==> src/rtl/branch_predictor_bimodal.sv <==
// Bimodal branch predictor: direct-mapped BTB plus a PHT of 2-bit saturating counters.
// Next_PC is combinational from PC and current table state; tables are trained at the clock edge.
module branch_predictor_bimodal #(
    parameter logic [31:0] INVALID_PC             = 32'hfafafafa,
    parameter logic [31:0] KEEP_EXPECTING_PC_NEXT = 32'hbfbfbfbf,
    parameter int          BTB_ENTRIES            = 64,
    parameter int          PHT_ENTRIES            = 256,
    parameter logic [1:0]  PHT_INIT               = 2'b01
) (
    input  logic        clk,
    input  logic        rst,
    input  logic [31:0] PC,
    output logic [31:0] Next_PC,
    output logic        pred_taken,
    output logic        btb_hit,
    input  logic        update,
    input  logic [31:0] update_PC,
    input  logic        update_taken,
    input  logic [31:0] update_target
);
    localparam int BI = $clog2(BTB_ENTRIES);
    localparam int PI = $clog2(PHT_ENTRIES);
    localparam int TW = 30 - BI;

    logic          btb_valid  [BTB_ENTRIES];
    logic [TW-1:0] btb_tag    [BTB_ENTRIES];
    logic [31:0]   btb_target [BTB_ENTRIES];
    logic [1:0]    pht        [PHT_ENTRIES];

    logic [BI-1:0] rd_btb_idx;
    logic [TW-1:0] rd_tag;
    logic [PI-1:0] rd_pht_idx;
    logic [BI-1:0] wr_btb_idx;
    logic [TW-1:0] wr_tag;
    logic [PI-1:0] wr_pht_idx;
    logic          train;
    logic          unused_low_bits;

    assign rd_btb_idx = PC[BI+1:2];
    assign rd_tag     = PC[31:BI+2];
    assign rd_pht_idx = PC[PI+1:2];
    assign wr_btb_idx = update_PC[BI+1:2];
    assign wr_tag     = update_PC[31:BI+2];
    assign wr_pht_idx = update_PC[PI+1:2];
    assign train      = update && (update_PC != INVALID_PC);

    // Instructions are word aligned, so the byte offset carries no information.
    assign unused_low_bits = ^{PC[1:0], update_PC[1:0]};

    always_comb begin
        Next_PC    = PC + 32'd4;
        pred_taken = 1'b0;
        btb_hit    = 1'b0;
        if (PC == INVALID_PC) begin
            Next_PC = KEEP_EXPECTING_PC_NEXT;
        end else begin
            btb_hit = btb_valid[rd_btb_idx] && (btb_tag[rd_btb_idx] == rd_tag);
            if (btb_hit && pht[rd_pht_idx][1]) begin
                Next_PC    = btb_target[rd_btb_idx];
                pred_taken = 1'b1;
            end
        end
    end

    always_ff @(posedge clk) begin
        if (rst) begin
            for (int i = 0; i < BTB_ENTRIES; i++) btb_valid[i] <= 1'b0;
            for (int i = 0; i < PHT_ENTRIES; i++) pht[i] <= PHT_INIT;
        end else if (train) begin
            if (update_taken) begin
                btb_valid[wr_btb_idx] <= 1'b1;
                if (pht[wr_pht_idx] != 2'b11) pht[wr_pht_idx] <= pht[wr_pht_idx] + 2'd1;
            end else begin
                if (pht[wr_pht_idx] != 2'b00) pht[wr_pht_idx] <= pht[wr_pht_idx] - 2'd1;
            end
        end
    end

    // Tag and target need no reset: they are only observed through a valid entry.
    always_ff @(posedge clk) begin
        if (!rst && train && update_taken) begin
            btb_tag[wr_btb_idx]    <= wr_tag;
            btb_target[wr_btb_idx] <= update_target;
        end
    end
endmodule

==> config.mk <==
export PLATFORM = sky130hd
export DESIGN_NAME = branch_predictor_bimodal
export DESIGN_NICKNAME = d
export VERILOG_FILES = /design/src/rtl/branch_predictor_bimodal.sv
export SDC_FILE = /design/constraint.sdc
export NUM_CORES = 2
export LEC_CHECK = 0
export CAP_MARGIN = 20
export CORE_MARGIN = 5
export CORE_UTILIZATION = 47
export CTS_BUF_LIST = sky130_fd_sc_hd__clkbuf_4
export CTS_CLUSTER_DIAMETER = 30
export DETAILED_ROUTE_END_ITERATION = 8
export SLEW_MARGIN = 30
export SYNTH_ARGS = -nofsm -noshare
export SYNTH_HDL_FRONTEND = slang
export SYNTH_MEMORY_MAX_BITS = 65536
export SYNTH_SLANG_ARGS = --single-unit
==> constraint.sdc <==
create_clock -name clk -period 11.1 [get_ports clk]
set_input_delay 3.33 -clock clk [delete_from_list [all_inputs] [get_ports clk]]
set_output_delay 3.33 -clock clk [all_outputs]
set_load 0.05 [all_outputs]
Word-level counts from Yosys, hierarchy flattened
Memories as Yosys holds them, arrays and structs flattened.
Cells that the tools add are included.
Storage, ports and cells
  word-level logic and storage cells: 51
  memories kept: 4
  output and inout port bits: 34
  register bits after elaboration: 0
  memory bits (writable): 4160
Operators by class
  mux-type cells: 30
  bitwise logic cells: 1
  add/sub/neg operators: 3
  reductions and logical operators: 9
  equal/unequal tests: 4
Memory list
  btb_target: depth 64, bits a word 32, read ports 1, clocked after memory_dff 0, wr ports 1, RTL line 27  | logic [31:0] btb_target [BTB_ENTRIES];
  btb_tag: depth 64, bits a word 24, read ports 1, clocked after memory_dff 0, wr ports 1, RTL line 26  | logic [TW-1:0] btb_tag [BTB_ENTRIES];
  pht: depth 256, bits a word 2, read ports 2, clocked after memory_dff 0, wr ports 256, RTL line 28  | logic [1:0] pht [PHT_ENTRIES];
  btb_valid: depth 64, bits a word 1, read ports 1, clocked after memory_dff 0, wr ports 64, RTL line 25  | logic btb_valid [BTB_ENTRIES];
Operators with widths (count)
  32-bit two-way mux: 2
  32-bit by 3-bit adder with 32-bit output, second input constant: 1
  32-bit == test, second input constant: 1
  32-bit != test, second input constant: 1
  24-bit == test: 1
  1-bit two-way mux: 24
  8-bit two-way mux: 1
  6-bit two-way mux: 1
  1-bit logical AND: 5
  2-bit two-way mux: 2
  2-bit by 1-bit adder with 2-bit output, second input constant: 1
  2-bit != test, second input constant: 1
  2-bit nonzero test: 1
  2-bit OR reduction: 1
  2-bit by 1-bit subtractor with 2-bit output, second input constant: 1
  1-bit logical NOT: 1
  1-bit OR: 1
  1-bit OR reduction: 1

Longest topological paths before layout
An unclocked memory read counts as a cell.
  depth after elaboration: 10
  mapped depth: 17

Worst setup path before layout
OpenSTA, ideal clock, no wires.
  kind: input -> output
  from: in PC[2]
  to: out pred_taken
  stages on the path: 13
  data arrival time: 7691 ps
  path slack: 79 ps
  required time: 7770 ps
  cell sequence: buf_2 -> buf_4 -> buf_2 -> buf_2 -> buf_4 -> mux4_2 -> nor3_1 -> o21ai_0 -> a32oi_1 -> o22ai_1 -> a2111oi_0 -> nand4bb_1 -> nor4_1
Between the ends
  cells in the longest elaborated chain, start to end: 6
Ends and longest elaborated chain
  start: declaration: RTL line 12  | input logic [31:0] PC,
  memory read 64 x 24 bit
  24-bit == test: RTL line 57  | btb_hit = btb_valid[rd_btb_idx] && (btb_tag[rd_btb_idx] == rd_tag);
  1-bit logical AND: RTL line 57
  1-bit logical AND: RTL line 58  | if (btb_hit && pht[rd_pht_idx][1]) begin
  1-bit two-way mux: RTL line 58
  1-bit two-way mux (*): RTL line 54  | if (PC == INVALID_PC) begin
  end: declaration: RTL line 14  | output logic pred_taken,
Every way passes the cells marked *; elsewhere a longest branch is shown, timed or not.

Worst setup path in the final report
  from: in PC[6]
  to: out Next_PC[19]
Between the ends
  cells in the longest elaborated chain, start to end: 6
Ends and longest elaborated chain
  memory read 64 x 24 bit
  24-bit == test: RTL line 57
  1-bit logical AND: RTL line 57
  1-bit logical AND: RTL line 58
  32-bit two-way mux: RTL line 58
  32-bit two-way mux (*): RTL line 54
  end: declaration: RTL line 13  | output logic [31:0] Next_PC,
Marked as above.

==> metrics.txt <==
maximum fanout along the worst path=27; Crit path max-delay family=simple AND/OR/NAND/NOR gates; total setup buffers inserted after CTS=0; # IOs=134; reg2reg start=pht[95][0]; Clock Latency Late Sink=1660 ps; Critical Path Stages=14; Non-Filler Instances=14786; CTS sink cnt=4160; vias per cell=6.49; vias=95921; CP max stage cell=nor4_2; yosys warns=0; area of the mapped netlist=169000 µm²; power after layout=32.7 mW; IO buf count=133; Post-Place Cell Area=179000 µm²; Power Density=170 nW/µm²; Seq pwr share=0.529; reg-to-reg endpoint=pht[224][1]; GP Congestion=0.853; Pint=25.2 mW; power share of the clock group=0.406; Max IR drop VDD=0.0976 mV; Syn-to-layout area delta=14.0%; crit-path cells=buf_6, buf_4, nand2_1, buf_4, a21oi_1, nor2_1, and3_1, nor4_2, and4b_1, and4_2, buf_12, buf_4, mux2i_1, buf_12; Post-Syn Nets=8330; register area share after synthesis=0.736; Post-Syn Area per Cell=20.5 µm²; NetSw=7.56 mW; worst r2r path cells=11; Final #Nets=9414; Setup crit end=Next_PC[19]; EDFF count, synth=4096; Final Util=0.537; Final setup viols=0; clock skew=85.0 ps; drt wl/cell=36.5 µm; layout cell share with drive strength beyond 1=0.388; 1st-pass router iterations=6; Fin Setup TNS=0 ps; Synth async-reset ratio=0; switching share of power=0.231; Comb power frac=0.065; status=finished clean; critical setup path kind=primary input to output port; Crit. End Element=output port; CORE AREA=359000 µm²; Slew headroom=0.139; Die Width=609 µm; GR Util All Layers=0.290; Starting Density=0.471; Synth Register Bits=4160; Main synth FF type=edfxtp_1; Hold Crit Class=flop to flop; DRT antenna net count=0; Req. time, crit path=7770 ps; most frequent CP cell=buf_4; final routed DRC violation total=0; R2R Setup Slk=6420 ps; DRT iter0 DRCs=13934; Die Height=609 µm; Detailed Route WL=539000 µm; Worst-path clk slew=60 ps; initial antenna violation count=34; worst path buffer plus inverter count=6; first-pass GRT wire length=746000 µm; Hold Vio Cnt, Final=0; Final period util=0.998; die area=371000 µm²; CTS Buf Count=1165; max-cap violation count=0; CP Launch Point=PC[6]; post-route minimum period=11080 ps; Gate Count Post-Synth=8228; H-tree levels=7; Pleak=60.3 nW; Longest Clk Path Bufs=5; Fill cells=28059; Inst Count DP=12914; fmax=90.3 MHz; HPWL after DPL=299000 µm; CTS root buffer=clkbuf_4; unique cell type count in the Yosys netlist=70; fin area=193000 µm²; max incr delay on CP=630 ps; TritonCTS clock tree=built; Least-Margin Pin Slew=1290 ps; largest net degree at the start of global routing=221; final-report max-slew violation count=0; CP Data Arrival Time=7750 ps; unrepaired setup endpoints after global routing=false; GRT overflow=0; vias in the first global route=96199; Row Count=220; Critical Path Source Type=primary input
## synthesized netlist by cell type, types with 24 or more instances
cell	n	share of area
a21oi_1	40	0.0012
a221oi_1	27	0.0014
a22oi_1	78	0.0035
a31o_2	257	0.013
buf_1	100	0.0022
buf_2	124	0.0037
buf_4	58	0.0026
clkbuf_1	349	0.0078
dfxtp_1	64	0.0076
edfxtp_1	4096	0.73
inv_1	74	0.0016
mux2_2	24	0.0016
mux2i_1	189	0.011
mux4_2	1264	0.17
nand2_1	299	0.0066
nand3_1	296	0.0088
nor2_1	357	0.0079
nor2b_1	30	0.0011
nor4_1	125	0.0046
o21ai_0	27	0.00080
o22ai_1	80	0.0030
## registers in the layout, summed over array words and instances, names as in the netlist
signal / count
btb_valid: 64
pht: 512
btb_target: 2048
btb_tag: 1536
## worst min path at each step
stage | start | to | slack, ps | depth (start not counted)
final | btb_valid[6] | btb_valid[6] | 460 | 2
after global routing | btb_valid[52] | btb_valid[52] | 470 | 2
after CTS | btb_valid[6] | btb_valid[6] | 460 | 2
after detailed placement | btb_valid[6] | btb_valid[6] | 450 | 2
after global placement | btb_valid[41] | btb_valid[41] | 440 | 2
after floorplan | btb_valid[10] | btb_valid[10] | 440 | 2
## stage by stage
stage	worst slack [ps]	hold slack (ps)
after floorplan	79.1	437
after global placement	-42.8	444
after detailed placement	-89.9	452
after CTS	57.3	461
after global routing	2.20	474
final	24.0	463
## layer usage
layer,up-vias,share of wire,GRT usage
met3,998,0.12,0.0773
li1,37452,-,-
met2,6598,0.48,0.450
met4,18,0.035,0.112
met5,-,0.00042,0
met1,50855,0.37,0.396
## cells by family (layout without fill, tap and decap cells)
| kind of cell | Yosys count | in the layout | synth area share |
|---|---|---|---|
| other | 0 | 14 | 0 |
| AOI/OAI and AO/OA | 611 | 611 | 0.0282 |
| and+or+nand+nor | 1230 | 1230 | 0.0346 |
| buffers and inverters | 711 | 2482 | 0.0180 |
| muxes | 1477 | 1477 | 0.181 |
| xor gates and xnor gates | 37 | 37 | 0.00192 |
| adders and majority gates | 2 | 2 | 0.000148 |
| DFF | 4160 | 4160 | 0.736 |
## power groups by stage
stage	sequential, mW	clock [mW]	combinational, mW
floorplan	17.7	0	1.22
CTS	17.3	13.5	2.10
global placement	17.7	0	2.06
detailed placement	17.7	0	2.10
finish	17.3	13.3	2.13
global route	17.3	14.4	2.21
## repair_timing
item	in CTS	in global routing
endpoints found under the hold margin	0	0
setup endpoints to repair	28	30
hold buffers	0	0
resized for setup	3	8
gates cloned	0	1
## cells in the final DEF (no fill, tap or decap), types with 12 or more instances in the layout
master / instances
diode_2: 14
clkdlybuf4s50_1: 35
a22oi_1: 78
inv_2: 27
inv_1: 72
nor4_2: 23
nand4_1: 13
clkbuf_4: 1593
buf_6: 13
nor4_1: 122
o21ai_0: 26
nand2_1: 297
buf_4: 343
nor2_4: 67
o22ai_1: 80
nand3_1: 295
xnor2_1: 20
a21oi_1: 39
nor2b_1: 25
a211oi_1: 12
xor2_1: 15
mux4_2: 1264
mux2i_1: 188
bufinv_16: 22
nand2b_1: 13
edfxtp_1: 4096
buf_16: 20
a31o_2: 257
clkinv_2: 45
a221oi_1: 26
dfxtp_1: 64
clkinv_1: 166
buf_2: 20
nor3_1: 17
buf_12: 114
mux2_2: 24
nor2_1: 286
## cell type report
type                       count  area, µm²  area share
sequential                  4160     124000       0.645
multi-input combinational   3357      42300       0.219
clock buffer                1593      12000      0.0621
timing repair buffer         550       6090      0.0316
tap                         4773       5970      0.0310
clock inverter               261       1640     0.00850
inverter                      78        307     0.00159
antenna                       14       35.0    0.000182
## worst register-to-register path, stage by stage (launching register included)
cell and delay [ps]:
edfxtp_1 360, mux4_2 520, mux4_2 590, mux2_2 340, mux4_2 500, a221oi_2 470
nor2_1 170, mux2i_4 350, buf_16 210, buf_8 200, buf_12 310, a31o_2 320
(Power assumes the default switching activity.)
